`src/rtl/page_walker.sv`:
```
// Two-level page-table walker: L1 then L2 PTE read, translated address to the TLB on an unfault strobe.
// Zero-wait walk gives unfault three cycles after fault is sampled; mem_req/mem_addr hold until mem_ack.
module page_walker #(
  parameter int ADDR_W   = 32,
  parameter int OFFSET_W = 12,
  parameter int VPN_W    = 10
) (
  input  logic              clk,
  input  logic              rst,
  input  logic              fault,
  input  logic [ADDR_W-1:0] vaddr,
  input  logic [ADDR_W-1:0] ptbr,
  input  logic              fault_clear,
  output logic              mem_req,
  output logic [ADDR_W-1:0] mem_addr,
  input  logic              mem_ack,
  input  logic [31:0]       mem_rdata,
  output logic [ADDR_W-1:0] fault_input,
  output logic              unfault,
  output logic              page_fault,
  output logic              fault_level,
  output logic              busy
);

  localparam int PPN_W = ADDR_W - OFFSET_W;

  typedef enum logic [2:0] {
    S_IDLE,
    S_L1,
    S_L2,
    S_RESP,
    S_SETTLE,
    S_ERR
  } state_t;

  state_t            state_q, state_d;
  logic              settle_q;
  logic [ADDR_W-1:0] va_q;

  logic             pte_v;
  logic             pte_l;
  logic [PPN_W-1:0] pte_ppn;
  logic             unused_bits;

  assign pte_v       = mem_rdata[0];
  assign pte_l       = mem_rdata[1];
  assign pte_ppn     = mem_rdata[ADDR_W-1:OFFSET_W];
  assign unused_bits = ^{ptbr[OFFSET_W-1:0], mem_rdata[OFFSET_W-1:2], va_q[ADDR_W-1:ADDR_W-VPN_W]};

  always_comb begin
    state_d    = state_q;
    mem_req    = 1'b0;
    unfault    = 1'b0;
    page_fault = 1'b0;
    busy       = (state_q != S_IDLE);
    case (state_q)
      S_IDLE: begin
        if (fault) state_d = S_L1;
      end
      S_L1: begin
        mem_req = 1'b1;
        if (mem_ack) state_d = (pte_v && !pte_l) ? S_L2 : S_ERR;
      end
      S_L2: begin
        mem_req = 1'b1;
        if (mem_ack) state_d = (pte_v && pte_l) ? S_RESP : S_ERR;
      end
      S_RESP: begin
        unfault = 1'b1;
        state_d = S_SETTLE;
      end
      S_SETTLE: begin
        if (settle_q) state_d = S_IDLE;
      end
      S_ERR: begin
        page_fault = 1'b1;
        if (fault_clear) state_d = S_IDLE;
      end
      default: state_d = S_IDLE;
    endcase
  end

  // mem_addr is registered: the L1 address is built as the walk launches, the L2 one on the L1 ack.
  always_ff @(posedge clk) begin
    if (!rst) begin
      state_q     <= S_IDLE;
      settle_q    <= 1'b0;
      va_q        <= '0;
      mem_addr    <= '0;
      fault_input <= '0;
      fault_level <= 1'b0;
    end else begin
      state_q <= state_d;
      case (state_q)
        S_IDLE: begin
          if (fault) begin
            va_q     <= vaddr;
            mem_addr <= {ptbr[ADDR_W-1:OFFSET_W], vaddr[ADDR_W-1:ADDR_W-VPN_W], 2'b00};
          end
        end
        S_L1: begin
          if (mem_ack) begin
            if (pte_v && !pte_l)
              mem_addr <= {pte_ppn, va_q[OFFSET_W+VPN_W-1:OFFSET_W], 2'b00};
            else
              fault_level <= 1'b0;
          end
        end
        S_L2: begin
          if (mem_ack) begin
            if (pte_v && pte_l)
              fault_input <= {pte_ppn, va_q[OFFSET_W-1:0]};
            else
              fault_level <= 1'b1;
          end
        end
        S_RESP:   settle_q <= 1'b0;
        S_SETTLE: settle_q <= 1'b1;
        default: ;
      endcase
    end
  end

endmodule

```
`config.mk`:
```
export PLATFORM = sky130hd
export DESIGN_NAME = page_walker
export DESIGN_NICKNAME = d
export VERILOG_FILES = /design/src/rtl/page_walker.sv
export SDC_FILE = /design/constraint.sdc
export NUM_CORES = 1
export LEC_CHECK = 0
export ABC_CLOCK_PERIOD_IN_PS = 2800
export BUFFER_PORTS_ARGS = -buffer_cell sky130_fd_sc_hd__buf_4
export CAP_MARGIN = 5
export CORE_MARGIN = 2
export CORE_UTILIZATION = 50
export CTS_BUF_LIST = sky130_fd_sc_hd__clkbuf_16
export DETAILED_ROUTE_END_ITERATION = 16
export MAX_ROUTING_LAYER = met4
export PLACE_DENSITY_LB_ADDON = 0.12
export SKIP_CTS_REPAIR_TIMING = 1
export SLEW_MARGIN = 20
export SYNTH_ARGS = -nofsm -noshare
export SYNTH_HDL_FRONTEND = slang
export SYNTH_SLANG_ARGS = --single-unit
```
`constraint.sdc`:
```
create_clock -name clk -period 2.8 [get_ports clk]
set_input_delay 0.14 -clock clk [delete_from_list [all_inputs] [get_ports clk]]
set_output_delay 0.14 -clock clk [all_outputs]
set_load 0.02 [all_outputs]
```
### After elaboration in Yosys (flattened, before gate mapping)

Cells that the tools add are included.

* equality and inequality tests: 13
* mux-type cells: 21
* reductions and logical operators: 14

Operator list (count)
* 32-bit two-way mux: 3
* 32-bit case mux with 2 select lines: 1
* 3-bit two-way mux: 7
* 3-bit case mux with 6 select lines: 1
* 2-bit inequality test, second input constant: 8
* 5-bit AND reduction: 2
* 1-bit two-way mux: 7
* 3-bit by 2-bit equality test with 1-bit output, second input constant: 2
* 3-bit equality test, second input constant: 2
* 2-bit nonzero test: 3
* 1-bit case mux with 2 select lines: 2
* 4-bit AND reduction: 1
* 3-bit by 1-bit equality test with 1-bit output, second input constant: 1
* 3-bit logical NOT: 1
* 3-bit AND reduction: 1
* 3-bit nonzero test: 1
* 1-bit logical AND: 2
* 2-bit AND reduction: 1
* 2-bit OR reduction: 1
* 1-bit logical NOT: 1

* register bits: 91
* input bits: 101
* output and inout port bits: 69
* logic and storage cells: 54

### Depth between registers and ports, before layout

* word-level depth: 5
* depth in mapped cells: 6

### Least setup slack after synthesis

No wires, ideal clock.

* path type: flip-flop to flip-flop
* start point: register state_q[2]
* end point: register va_q[10]
* library setup time: 0.070 ns
* arrival: 1.466 ns
* data required time: 2.730 ns
* setup slack: 1.264 ns
* stages on the path, launching flop included: 7
* path buffers: 2
* clock period less this slack: 1.536 ns
* cells stage by stage: dfxtp_1 > clkbuf_1 > or3_1 > nor2_1 > buf_4 > nand2_1 > a21oi_1

* longest elaborated chain between the ends: 2

Ends and longest elaborated chain
* from (decl): line 36 `state_t state_q, state_d;`
* from (signal assigned): line 93 `state_q <= state_d;`
* 3-bit logical NOT: line 94 `case (state_q)`
* 2-bit AND reduction (no source line)
* to (signal assigned): line 97 `va_q <= vaddr;`
* to (decl): line 38 `logic [ADDR_W-1:0] va_q;`

No other way between the ends.
A chain may end at the register's enable or synchronous reset.

### Worst setup path in the final report

* start point: register state_q[2]
* end point: register mem_addr[8]

* longest elaborated chain between the ends: 3
* elaborated cells on any way between the ends: 8

Ends and longest elaborated chain
* 3-bit by 1-bit equality test with 1-bit output or 3-bit logical NOT (tied branches): line 94
* 2-bit inequality test (no source line) or 2-bit nonzero test (tied branches)
* 4-bit AND reduction (no source line)
* to (signal assigned): line 98 `mem_addr <= {ptbr[ADDR_W-1:OFFSET_W], vaddr[ADDR_W-1:ADDR_W-VPN_W], 2'b00};`
* to (signal assigned): line 104 `mem_addr <= {pte_ppn, va_q[OFFSET_W+VPN_W-1:OFFSET_W], 2'b00};`
* to (decl): line 15 `output logic [ADDR_W-1:0] mem_addr,`

Parallel ways exist; a longest one is shown, timed or not.

==> impl_metrics.csv <==
group,metric,value,unit
clock_network,maximum_level_of_the_cts_h_tree,3,
worst_setup_path,critical_path.endpoint_type,"flop",
placement,portBuffers,145,
pwr,p_leak,2.13,nW
yosys,synth_enable_flop_cells,0,
timing,period_utilization,0.779,
placement,gpl.final_weighted_congestion,0.855,
worst_setup_path,setup.worst_path.start_class,"flop",
timing,worstMarginPinSlew,0.685,ns
yosys,synth_area_leaders,"sky130_fd_sc_hd__dfxtp_1, sky130_fd_sc_hd__a21oi_1, sky130_fd_sc_hd__nand2_1, sky130_fd_sc_hd__mux2i_1, sky130_fd_sc_hd__o21ai_1",
cells_and_area,design.final.nets,662,
grt,gr-total-overflow,0,
clock_network,clock_pin_slew_worst_setup_and_hold_paths,0.06,ns
timing,clock.fmax,458,MHz
yosys,yosysWarningCount,0,
timing,hold-worst-slack,0.0524,ns
cells_and_area,finalCoreUtilization,0.736,
yosys,ys.flop_type,"sky130_fd_sc_hd__dfxtp_1",
timing,number_of_endpoints_failing_setup_at_the_final_stage,0,
clock_network,clock_latency,0.33,ns
timing,fin_setup_tns,0,ns
worst_setup_path,rrSetupSlack,0.62,ns
yosys,seq_area_frac_synth,0.499,
clock_network,clk_path_buf_depth,2,
floorplanning,floorplan.core_area,0.00683,sq mm
floorplanning,die_w,88.5,um
floorplanning,cell_row_count,30,
cells_and_area,design_area,0.00502,sq mm
timing,clock_skew,0.00443,ns
grt,largest_net_degree_at_the_start_of_global_routing,47,
cells_and_area,final_layout_size_suffix_gt1_frac,0.311,
floorplanning,io-pin-count,170,
yosys,yosys.area.top_type,"sky130_fd_sc_hd__dfxtp_1",
timing,relSlewSlack,0.541,
yosys,post_synth_num_cell_types,30,
worst_setup_path,cp_data_required_time,3.06,ns
worst_setup_path,worst_r2r_startpoint,"state_q[2]",
yosys,yosys.area.top_type_share,0.499,
min_path,min_path_type,"primary input to flop",
placement,placed_cell_area,0.00470,sq mm
min_path,hold_depth,3,
placement,detailed_placement_hpwl,6880,um
floorplanning,die_h,88.5,um
drt,finalWirelength,9680,um
worst_setup_path,critPathMaxFanout,24,
yosys,mappedNetlistArea,0.00357,sq mm
drt,antenna_viol_nets_final,0,
pwr,ir_drop,0.402,mV
floorplanning,effective_utilization_at_floorplan,0.522,
clock_network,tritoncts_clock_tree,"yes",
worst_setup_path,timing_worst_setup_path_type,"flop to flop",
timing,finalCriticalPeriod,2.18,ns
clock_network,number_of_buffers_inserted_during_clock_tree_synthesis,9,
worst_setup_path,worst_r2r_path_depth,7,
outcome,run_status,"completed",
floorplanning,die_area,0.00783,sq mm
run,max-cap-violations,0,
drt,vias,3442,
timing,slew_viol_final,0,
worst_setup_path,worst-endpoint-arrival,2.44,ns
cells_and_area,antenna_cells,0,
drt,route.detailed.vias_per_inst,5.20,
worst_setup_path,crit-reg2reg-capture,"mem_addr[8]",
yosys,async_reset_ff_frac,0,
drt,drc_errors,0,
min_path,min-delay-start,"vaddr[9]",
cells_and_area,stdcell_count,662,
grt,grtUsageTotal,0.258,
timing,final-hold-violation-count,0,
clock_network,clk_root_buffer_cell,"sky130_fd_sc_hd__clkbuf_16",
cells_and_area,flow.area_growth_from_synthesis,40.9,%
drt,drt_iter0_markers,114,
yosys,register_bit_count_reported_by_yosys,89,
grt,first_global_vias,3243,
grt,global_route_wire_length_before_repair,15200,um
yosys,synthesis.instances,429,
min_path,timing.hold.worst_endpoint,"va_q[9]",
pwr,cellPowerDensity,673,mW/mm^2
drt,routedWlPerCell,14.6,um
yosys,post_syn_area_per_cell,8.32,sq um
timing,grt_setup_unrepaired,"false",
clock_network,cts.sinks,89,
grt,grt_antenna_before_repair,0,
placement,dp.cells,645,
drt,detailedRoute.firstPassIterationCount,4,
==> cell usage after synthesis, types with 2 or more instances <==
cell type,instances
sky130_fd_sc_hd__buf_4,7
sky130_fd_sc_hd__nand2b_1,3
sky130_fd_sc_hd__nor2_1,5
sky130_fd_sc_hd__a32o_1,2
sky130_fd_sc_hd__inv_1,4
sky130_fd_sc_hd__dfxtp_1,89
sky130_fd_sc_hd__buf_2,14
sky130_fd_sc_hd__and2_1,2
sky130_fd_sc_hd__nand2_1,109
sky130_fd_sc_hd__nor2b_1,3
sky130_fd_sc_hd__o21ai_1,30
sky130_fd_sc_hd__o21ai_0,7
sky130_fd_sc_hd__mux2i_1,33
sky130_fd_sc_hd__clkbuf_1,16
sky130_fd_sc_hd__a21oi_1,90
==> metal layers <==
| metal | track usage | up-vias | share of wire |
|---|---|---|---|
| met3 | 0.0448 | 21 | 0.060 |
| met1 | 0.315 | 1571 | 0.42 |
| met4 | 0.117 | 0 | 0.024 |
| met2 | 0.418 | 125 | 0.50 |
| met5 | - | - | 0 |
| li1 | - | 1725 | - |
==> critical path, stage by stage (launching register included) <==
cell and delay (ns):
sky130_fd_sc_hd__dfxtp_1 0.41, sky130_fd_sc_hd__buf_4 0.23, sky130_fd_sc_hd__or4b_1 0.55, sky130_fd_sc_hd__o21ai_4 0.29, sky130_fd_sc_hd__buf_16 0.24, sky130_fd_sc_hd__buf_4 0.17
sky130_fd_sc_hd__o21ai_1 0.07, sky130_fd_sc_hd__a21oi_1 0.13
==> cell type report <==
class / instances / area (sq um)
Fill cell: 558 / 1810
Sequential cell: 89 / 1780
Multi-Input combinational cell: 300 / 1620
Timing Repair Buffer: 157 / 1200
Clock buffer: 9 / 225
Tap cell: 96 / 120
Clock inverter: 7 / 68.8
Inverter: 4 / 15.0
==> how the worst max path moves through the flow <==
| stage | endpoint | startpoint | slack (ns) | cells after the start |
|---|---|---|---|---|
| after floorplan | va_q[10] | state_q[2] | 1.26 | 6 |
| after global placement | mem_addr[2] | state_q[0] | 0.60 | 5 |
| after detailed placement | mem_addr[3] | state_q[0] | 0.51 | 5 |
| after CTS | mem_addr[8] | state_q[0] | 0.48 | 5 |
| after global routing | mem_addr[3] | state_q[0] | 0.48 | 6 |
| final | mem_addr[8] | state_q[2] | 0.62 | 7 |
==> kinds of logic (layout without fill, tap and decap cells) <==
| group | after synthesis | in the layout | share of synthesized area |
|---|---|---|---|
| multiplexers | 33 | 33 | 0.0926 |
| flip-flops | 89 | 89 | 0.499 |
| buffers and inverters | 41 | 177 | 0.0554 |
| AND/OR/NAND/NOR | 132 | 132 | 0.158 |
| AO/OA/AOI/OAI | 133 | 133 | 0.193 |
| other | 1 | 2 | 0.00105 |
==> metrics by stage <==
step                      worst slack, ns  power, mW
final                               0.618       3.38
after global routing                0.485       3.53
after CTS                           0.480       3.39
after detailed placement            0.511       2.22
after global placement              0.600       2.19
after floorplan                      1.26       1.91
==> cells in the final DEF (no fill, tap or decap), drive strengths merged, types with 3 or more instances in the layout <==
cell    synthesis  final
nand2         109    109
nor2b           3      3
buf            21    157
dfxtp          89     89
o21ai          38     38
clkbuf         16      9
inv             4      5
nand2b          3      3
clkinv          0      4
nor2            5      5
mux2i          33     33
a21oi          90     90
==> where the power goes <==
part	internal, mW	total, mW	leakage [nW]	switching, mW
Clock	0.689	1.17	0.143	0.484
Sequential	1.38	1.45	0.727	0.0721
Combinational	0.345	0.762	1.26	0.416
Total	2.41	3.38	2.13	0.972
==> flip-flops by register name, summed over array words and instances, names as in the netlist <==
| name | count |
|---|---|
| va_q | 22 |
| settle_q | 1 |
| state_q | 3 |
| fault_level | 1 |
| mem_addr | 30 |
| fault_input | 32 |
(Power assumes the default switching activity.)
